==> config.mk <==
export PLATFORM = sky130hd
export DESIGN_NAME = conv_pe
export DESIGN_NICKNAME = d
export VERILOG_FILES = /design/src/rtl/conv_pe.sv
export SDC_FILE = /design/constraint.sdc
export NUM_CORES = 2
export LEC_CHECK = 0
export CAP_MARGIN = 25
export CELL_PAD_IN_SITES_DETAIL_PLACEMENT = 1
export CELL_PAD_IN_SITES_GLOBAL_PLACEMENT = 2
export CORE_MARGIN = 4
export CORE_UTILIZATION = 46
export CTS_CLUSTER_SIZE = 25
export DETAILED_ROUTE_END_ITERATION = 8
export DONT_BUFFER_PORTS = 1
export GPL_ROUTABILITY_DRIVEN = 0
export PLACE_DENSITY_LB_ADDON = 0.1
export SYNTH_ARGS = -nofsm -noshare
export SYNTH_HDL_FRONTEND = slang
export SYNTH_SLANG_ARGS = --single-unit
==> constraint.sdc <==
create_clock -name i_clk -period 10.28 [get_ports i_clk]
set_clock_uncertainty 0.05 [all_clocks]
set_input_delay 1.028 -clock i_clk [delete_from_list [all_inputs] [get_ports i_clk]]
set_output_delay 1.028 -clock i_clk [all_outputs]
set_load 0.1 [all_outputs]
==> src/rtl/conv_pe.sv <==
// rtl/conv_pe.sv - streaming KxK convolution PE with line buffers, 3-stage MAC pipeline and ReLU
module conv_pe #(
  parameter int KERNEL_SIZE = 1,
  parameter int FM_SIZE     = 2,
  parameter int PADDING     = 0,
  parameter int STRIDE      = 1
) (
  input  logic                                     i_clk,
  input  logic                                     i_rstn,
  input  logic [8:0]                               OPMODE,
  input  logic [4:0]                               INMODE,
  input  logic signed [29:0]                       i_DataFM,
  input  logic [KERNEL_SIZE*KERNEL_SIZE*18-1:0]    i_Weight,
  input  logic                                     i_en,
  output logic                                     o_en,
  output logic signed [47:0]                       o_P,
  output logic                                     o_relu_en,
  output logic signed [47:0]                       o_relu_data
);
  localparam int K  = KERNEL_SIZE;
  localparam int W  = FM_SIZE + 2 * PADDING;
  localparam int S  = STRIDE;
  localparam int KK = K * K;
  localparam int CW = (W > 1) ? $clog2(W) : 1;

  logic [CW-1:0]      row_q, row_d, col_q, col_d;
  logic signed [29:0] col_v [K];
  logic signed [29:0] win_q [K][K];
  logic signed [29:0] win_d [K][K];
  logic signed [47:0] prod_q [KK];
  logic signed [47:0] prod_d [KK];
  logic signed [47:0] sum_q, sum_d;
  logic signed [47:0] p_q, p_d;
  logic signed [47:0] relu_q, relu_d;
  logic               v0_q, v0_d, v1_q, v2_q, en_q, relu_en_q;
  logic               win_ok, mode_ok;
  logic [31:0]        r32, c32;

  assign r32     = 32'(row_q);
  assign c32     = 32'(col_q);
  assign mode_ok = (OPMODE == 9'h035) && (INMODE == 5'h04);

  // window is judged at the position of the sample being accepted (its bottom-right corner)
  assign win_ok = (r32 >= 32'(K - 1)) && (c32 >= 32'(K - 1)) &&
                  (((r32 - 32'(K - 1)) % 32'(S)) == 32'd0) &&
                  (((c32 - 32'(K - 1)) % 32'(S)) == 32'd0);

  // column feeding the window: older rows from the line buffers, newest row is the live sample
  generate
    if (K > 1) begin : g_lb
      logic signed [29:0] lb_q [K-1][W];
      logic signed [29:0] lb_d [K-1][W];

      always_comb begin
        lb_d = lb_q;
        for (int i = 0; i < K - 1; i++) col_v[i] = lb_q[i][col_q];
        col_v[K-1] = i_DataFM;
        if (i_en) begin
          for (int i = 0; i < K - 1; i++) lb_d[i][col_q] = col_v[i+1];
        end
      end

      always_ff @(posedge i_clk) begin
        lb_q <= lb_d;
      end
    end else begin : g_nolb
      always_comb col_v[0] = i_DataFM;
    end
  endgenerate

  always_comb begin
    row_d = row_q;
    col_d = col_q;
    win_d = win_q;
    v0_d  = 1'b0;
    if (i_en) begin
      v0_d = win_ok;
      for (int i = 0; i < K; i++) begin
        for (int j = 0; j < K - 1; j++) win_d[i][j] = win_q[i][j+1];
        win_d[i][K-1] = col_v[i];
      end
      if (col_q == CW'(W - 1)) begin
        col_d = '0;
        row_d = (row_q == CW'(W - 1)) ? '0 : row_q + 1'b1;
      end else begin
        col_d = col_q + 1'b1;
      end
    end
  end

  always_comb begin
    for (int i = 0; i < K; i++) begin
      for (int j = 0; j < K; j++) begin
        prod_d[i*K+j] = 48'(win_q[i][j]) * 48'($signed(i_Weight[(i*K+j)*18 +: 18]));
      end
    end
    sum_d = '0;
    for (int t = 0; t < KK; t++) sum_d = sum_d + prod_q[t];
  end

  always_comb begin
    p_d    = p_q;
    relu_d = relu_q;
    if (v2_q) p_d = mode_ok ? sum_q : '0;
    if (en_q) relu_d = p_q[47] ? '0 : p_q;
  end

  always_ff @(posedge i_clk) begin
    if (!i_rstn) begin
      row_q     <= '0;
      col_q     <= '0;
      v0_q      <= 1'b0;
      v1_q      <= 1'b0;
      v2_q      <= 1'b0;
      en_q      <= 1'b0;
      p_q       <= '0;
      relu_en_q <= 1'b0;
      relu_q    <= '0;
    end else begin
      row_q     <= row_d;
      col_q     <= col_d;
      v0_q      <= v0_d;
      v1_q      <= v0_q;
      v2_q      <= v1_q;
      en_q      <= v2_q;
      p_q       <= p_d;
      relu_en_q <= en_q;
      relu_q    <= relu_d;
    end
  end

  // datapath registers carry no reset; validity travels with the v*_q flags
  always_ff @(posedge i_clk) begin
    win_q  <= win_d;
    prod_q <= prod_d;
    sum_q  <= sum_d;
  end

  assign o_en        = en_q;
  assign o_P         = p_q;
  assign o_relu_en   = relu_en_q;
  assign o_relu_data = relu_q;
endmodule

**Word-level counts from Yosys, hierarchy flattened**

Cells that the tools add are included.

- Register bits after elaboration: 229
- Input bits: 65
- Logic and storage cells: 27

- Add/sub/neg operators: 2
- Multiply operators: 1
- Magnitude comparators: 2
- Equality and inequality tests: 2
- Muxes and demuxes: 4
- Reduce and logical (&&, ||, !) cells: 4

Operators with widths:

| cell | count |
|---|---|
| multiplier 30 x 18 -> 48 bit | 1 |
| 2-to-1 mux 48 bit | 1 |
| 2-to-1 mux 47 bit | 1 |
| == test 9 x 6 -> 1 bit, second input constant | 1 |
| == test 5 x 3 -> 1 bit, second input constant | 1 |
| AND reduction 2 bit | 2 |
| adder 1 bit, second input constant | 2 |
| >= comparator 1 bit, second input constant | 2 |
| logical AND 1 bit | 2 |
| 2-to-1 mux 1 bit | 2 |

**Depth between registers and ports, before layout**

- Depth in word-level cells: 3
- Gate-level depth with buffers: 25
- Depth with buffers taken out: 23

**Worst setup path after synthesis**

No wires, ideal clock.

- Path kind: input to register
- Start point: in i_Weight[3]
- End point: reg prod_q[47] (netlist bit)
- Library setup time: 0.118 ns
- Arrival time: 6.599 ns
- Data required time: 10.112 ns
- Setup slack: 3.513 ns
- Stages on the path: 23
- Path through: clkbuf_1 > nand2_1 > inv_1 > fa_1 > fa_1 > inv_1 > fa_1 > inv_1 > fa_1 > fa_1 > inv_1 > fa_1 > inv_1 > ha_1 > clkbuf_1 > a21oi_1 > o221ai_1 > or3b_1 > a31oi_2 > a211oi_2 > a221oi_2 > a21oi_2 > xnor2_1

RTL lines:

| element | RTL line | RTL |
|---|---|---|
| start, declared | 13 | `input logic [KERNEL_SIZE*KERNEL_SIZE*18-1:0] i_Weight,` |
| end signal, assigned | 135 | `prod_q <= prod_d;` |
| end, declared | 30 | `logic signed [47:0] prod_q [KK];` |

==> out/metrics.cfg <==
[outcome]
status = finished, final reports clean

[worst_setup_path]
crit_path_end_kind = flop
crit_chain = nand2_1 > fa_1 > inv_1 > fa_1 > inv_1 > fa_1 > inv_1 > fa_1 > fa_1 > inv_1 > fa_1 > inv_1 > ha_1 > nand2_1 > o21a_1 > o311ai_0 > a31o_4 > o211ai_2 > a211oi_2 > a221oi_2 > a21oi_2 > xnor2_1
ff2ff_setup_slack_ps = 3250
worstPathRequired_ps = 10670
startpoint_type = flop
criticalPathCategory = reg2reg
crit_path_frequent_cell = fa_1
cp_max_fo = 18
cpPeakStageDelay_ps = 1110
cp_top_family = adder cells
worstPathArrival_ps = 7420
slowest_stage = edfxtp_1
critPathBufInv = 5

[cts]
clk_latency_ps = 580
htreeDepth = 1
cts_tree = yes
cts.repair.resized = 0
clockBufferDepth = 3
post_cts_buffers = 0
clkSinkCount = 226
clkTransAtPathRegs_ps = 60
hold_buffers = 0
numCtsBuffers = 26
cts_root_buffer = clkbuf_16

[synth]
synth-compound-area-share = 0.0540
avgSynthCellArea_um2 = 9.53
yosys.area_share.simple = 0.166
synth_edf_count = 30
synth_warnings = 0
synth-xor-area-share = 0.0158
ys.flop_type = dfxtp_1
yosysUniqueCellTypes = 59
synth_top_family_by_area = adder cells
yosys.area_share.adder = 0.468
synth_mux_area_frac = 0.000787
yosysSeqAreaShare = 0.190
syn-cell-area_mm2 = 0.0254
syn_inst = 2669
yosys_register_bits = 226
syn_nets = 3372
synth-async-reset-ratio = 0

[routing]
vias = 17100
vias_per_cell = 5.20
ant_nets = 0
wl_per_cell_um = 21.9
dr.pass1.iters = 5
drtIter0Drc = 841
wl_mm = 72.2
route.detailed.drc = 0

[timing]
final_max_slew_viol_count = 0
fin_ws_ps = 3250
tightestPinTransition_ps = 1150
period_minus_slack_ps = 7030
finalHoldViolations = 0
min_period_over_period = 0.684
clock.fmax_mhz = 142
setup_tns_ps = 0
setup_viol = 0
hold_ws_ps = 274
grt_setup_unrepaired = no
timing.slew.headroom = 0.231

[layout]
final_cell_mix = 585 x inv_1, 521 x fa_1, 320 x nand2_1
multi_input_area_mm2 = 0.0179
antenna_cells = 0
fill_cells = 6147
final_nets = 3277
layout-drive-gt1-share = 0.0254
post-route-util = 0.494
ff_latch_area_mm2 = 0.00483
final_common_cell = inv_1
area_delta_synth_final_pct = 5.29

[floorplanning]
die_area_mm2 = 0.0591
start_util = 0.469
io_pins = 163
die_y_um = 243
num_rows = 85
die_w_um = 243
core_area_mm2 = 0.0542

[placed_design]
detailed_place_hpwl_mm = 53.8
pre_cts_slack_ps = 2820
io_buffers = 0

[global_route]
overflow = 0
grtUsageTotal = 0.249
grt_pass1_vias = 19700
grt_max_degree = 101
antenna_found_initial = 5
grt_pass1_wl_mm = 114

[flow_run]
max-cap-violations = 0

[min_path]
hp-class = reg2reg

-- flip-flops by register name, indices dropped and copies added (netlist names) --
signal       count
sum_q           48
o_en             1
v0_q             1
o_relu_data     47
prod_q          48
v2_q             1
v1_q             1
o_relu_en        1
win_q           30
o_P             48
-- worst reg2reg max path, stage by stage (launching register included) --
cell	delay, ps
edfxtp_1	1110
nand2_1	200
fa_1	530
inv_1	50
fa_1	490
inv_1	50
fa_1	530
inv_1	50
fa_1	440
fa_1	490
inv_1	50
fa_1	500
inv_1	50
ha_1	450
nand2_1	90
o21a_1	190
o311ai_0	460
a31o_4	230
o211ai_2	140
a211oi_2	360
a221oi_2	150
a21oi_2	150
xnor2_1	90
-- kinds of logic (layout without fill, tap and decap cells) --
group	Yosys count	count (layout)
AO/OA/AOI/OAI	222	222
XOR/XNOR	46	46
adder cells (fa/ha/maj)	638	638
buffers and inverters	717	642
flip-flops	226	226
multiplexers	2	2
other	1	1
AND/OR/NAND/NOR	817	817
-- cell type report --
type,count,area share
Clock buffer,36,0.0272
Clock inverter,12,0.00402
Inverter,585,0.0820
Multi-Input combinational cell,1726,0.669
Sequential cell,226,0.180
Tap cell,696,0.0325
Timing Repair Buffer,9,0.00467
-- metrics by stage --
stage | cell area (um2) | cells
after floorplan | 25400 | 2669
after global placement | 25800 | 3238
after detailed placement | 25900 | 3241
after CTS | 26700 | 3289
after global routing | 26800 | 3290
final | 26800 | 3290
-- metal layers --
layer	global-route usage	vias to the layer above	routed length, um
met3	0.0551	93	5390
met4	0.0596	4	1610
met2	0.400	483	33000
met1	0.345	8909	32100
met5	0	-	27
li1	-	7621	-
-- Yosys cell counts, drive strengths merged (2+ instances only) --
cell type	number	area share
o211ai	4	0.0016
and3	6	0.0015
a311o	2	0.00079
nor2	42	0.0062
clkbuf	126	0.019
and4	2	0.00069
xnor2	36	0.012
and2	215	0.053
o2111ai	2	0.00069
a21o	23	0.0068
inv	585	0.086
a211oi	7	0.0023
nand4b	2	0.00069
a31oi	10	0.0030
mux2i	2	0.00079
a41o	2	0.00079
nor3	7	0.0014
nor2b	193	0.047
buf	6	0.0011
a31o	2	0.0010
a211o	2	0.00069
nand2b	13	0.0032
o21a	10	0.0030
o21ai	22	0.0045
a21oi	123	0.024
edfxtp	30	0.035
nand2	320	0.047
o21bai	4	0.0012
nand4	5	0.0012
xor2	10	0.0034
ha	117	0.058
dfxtp	196	0.15
fa	521	0.41
nand3	6	0.0012
-- final timing paths --
check                           cells past startpoint          startpoint            endpoint
worst max-delay path                               22  win_q[5]$_DFFE_PP_  prod_q[47]$_DFF_P_
worst min-delay path                                0  prod_q[39]$_DFF_P_   sum_q[39]$_DFF_P_
worst max register to register                     22  win_q[5]$_DFFE_PP_  prod_q[47]$_DFF_P_
worst min register to register                      0  prod_q[39]$_DFF_P_   sum_q[39]$_DFF_P_
Power is not shown: default switching activity piles up to over one toggle a cycle in this logic, so the estimate is an artifact.
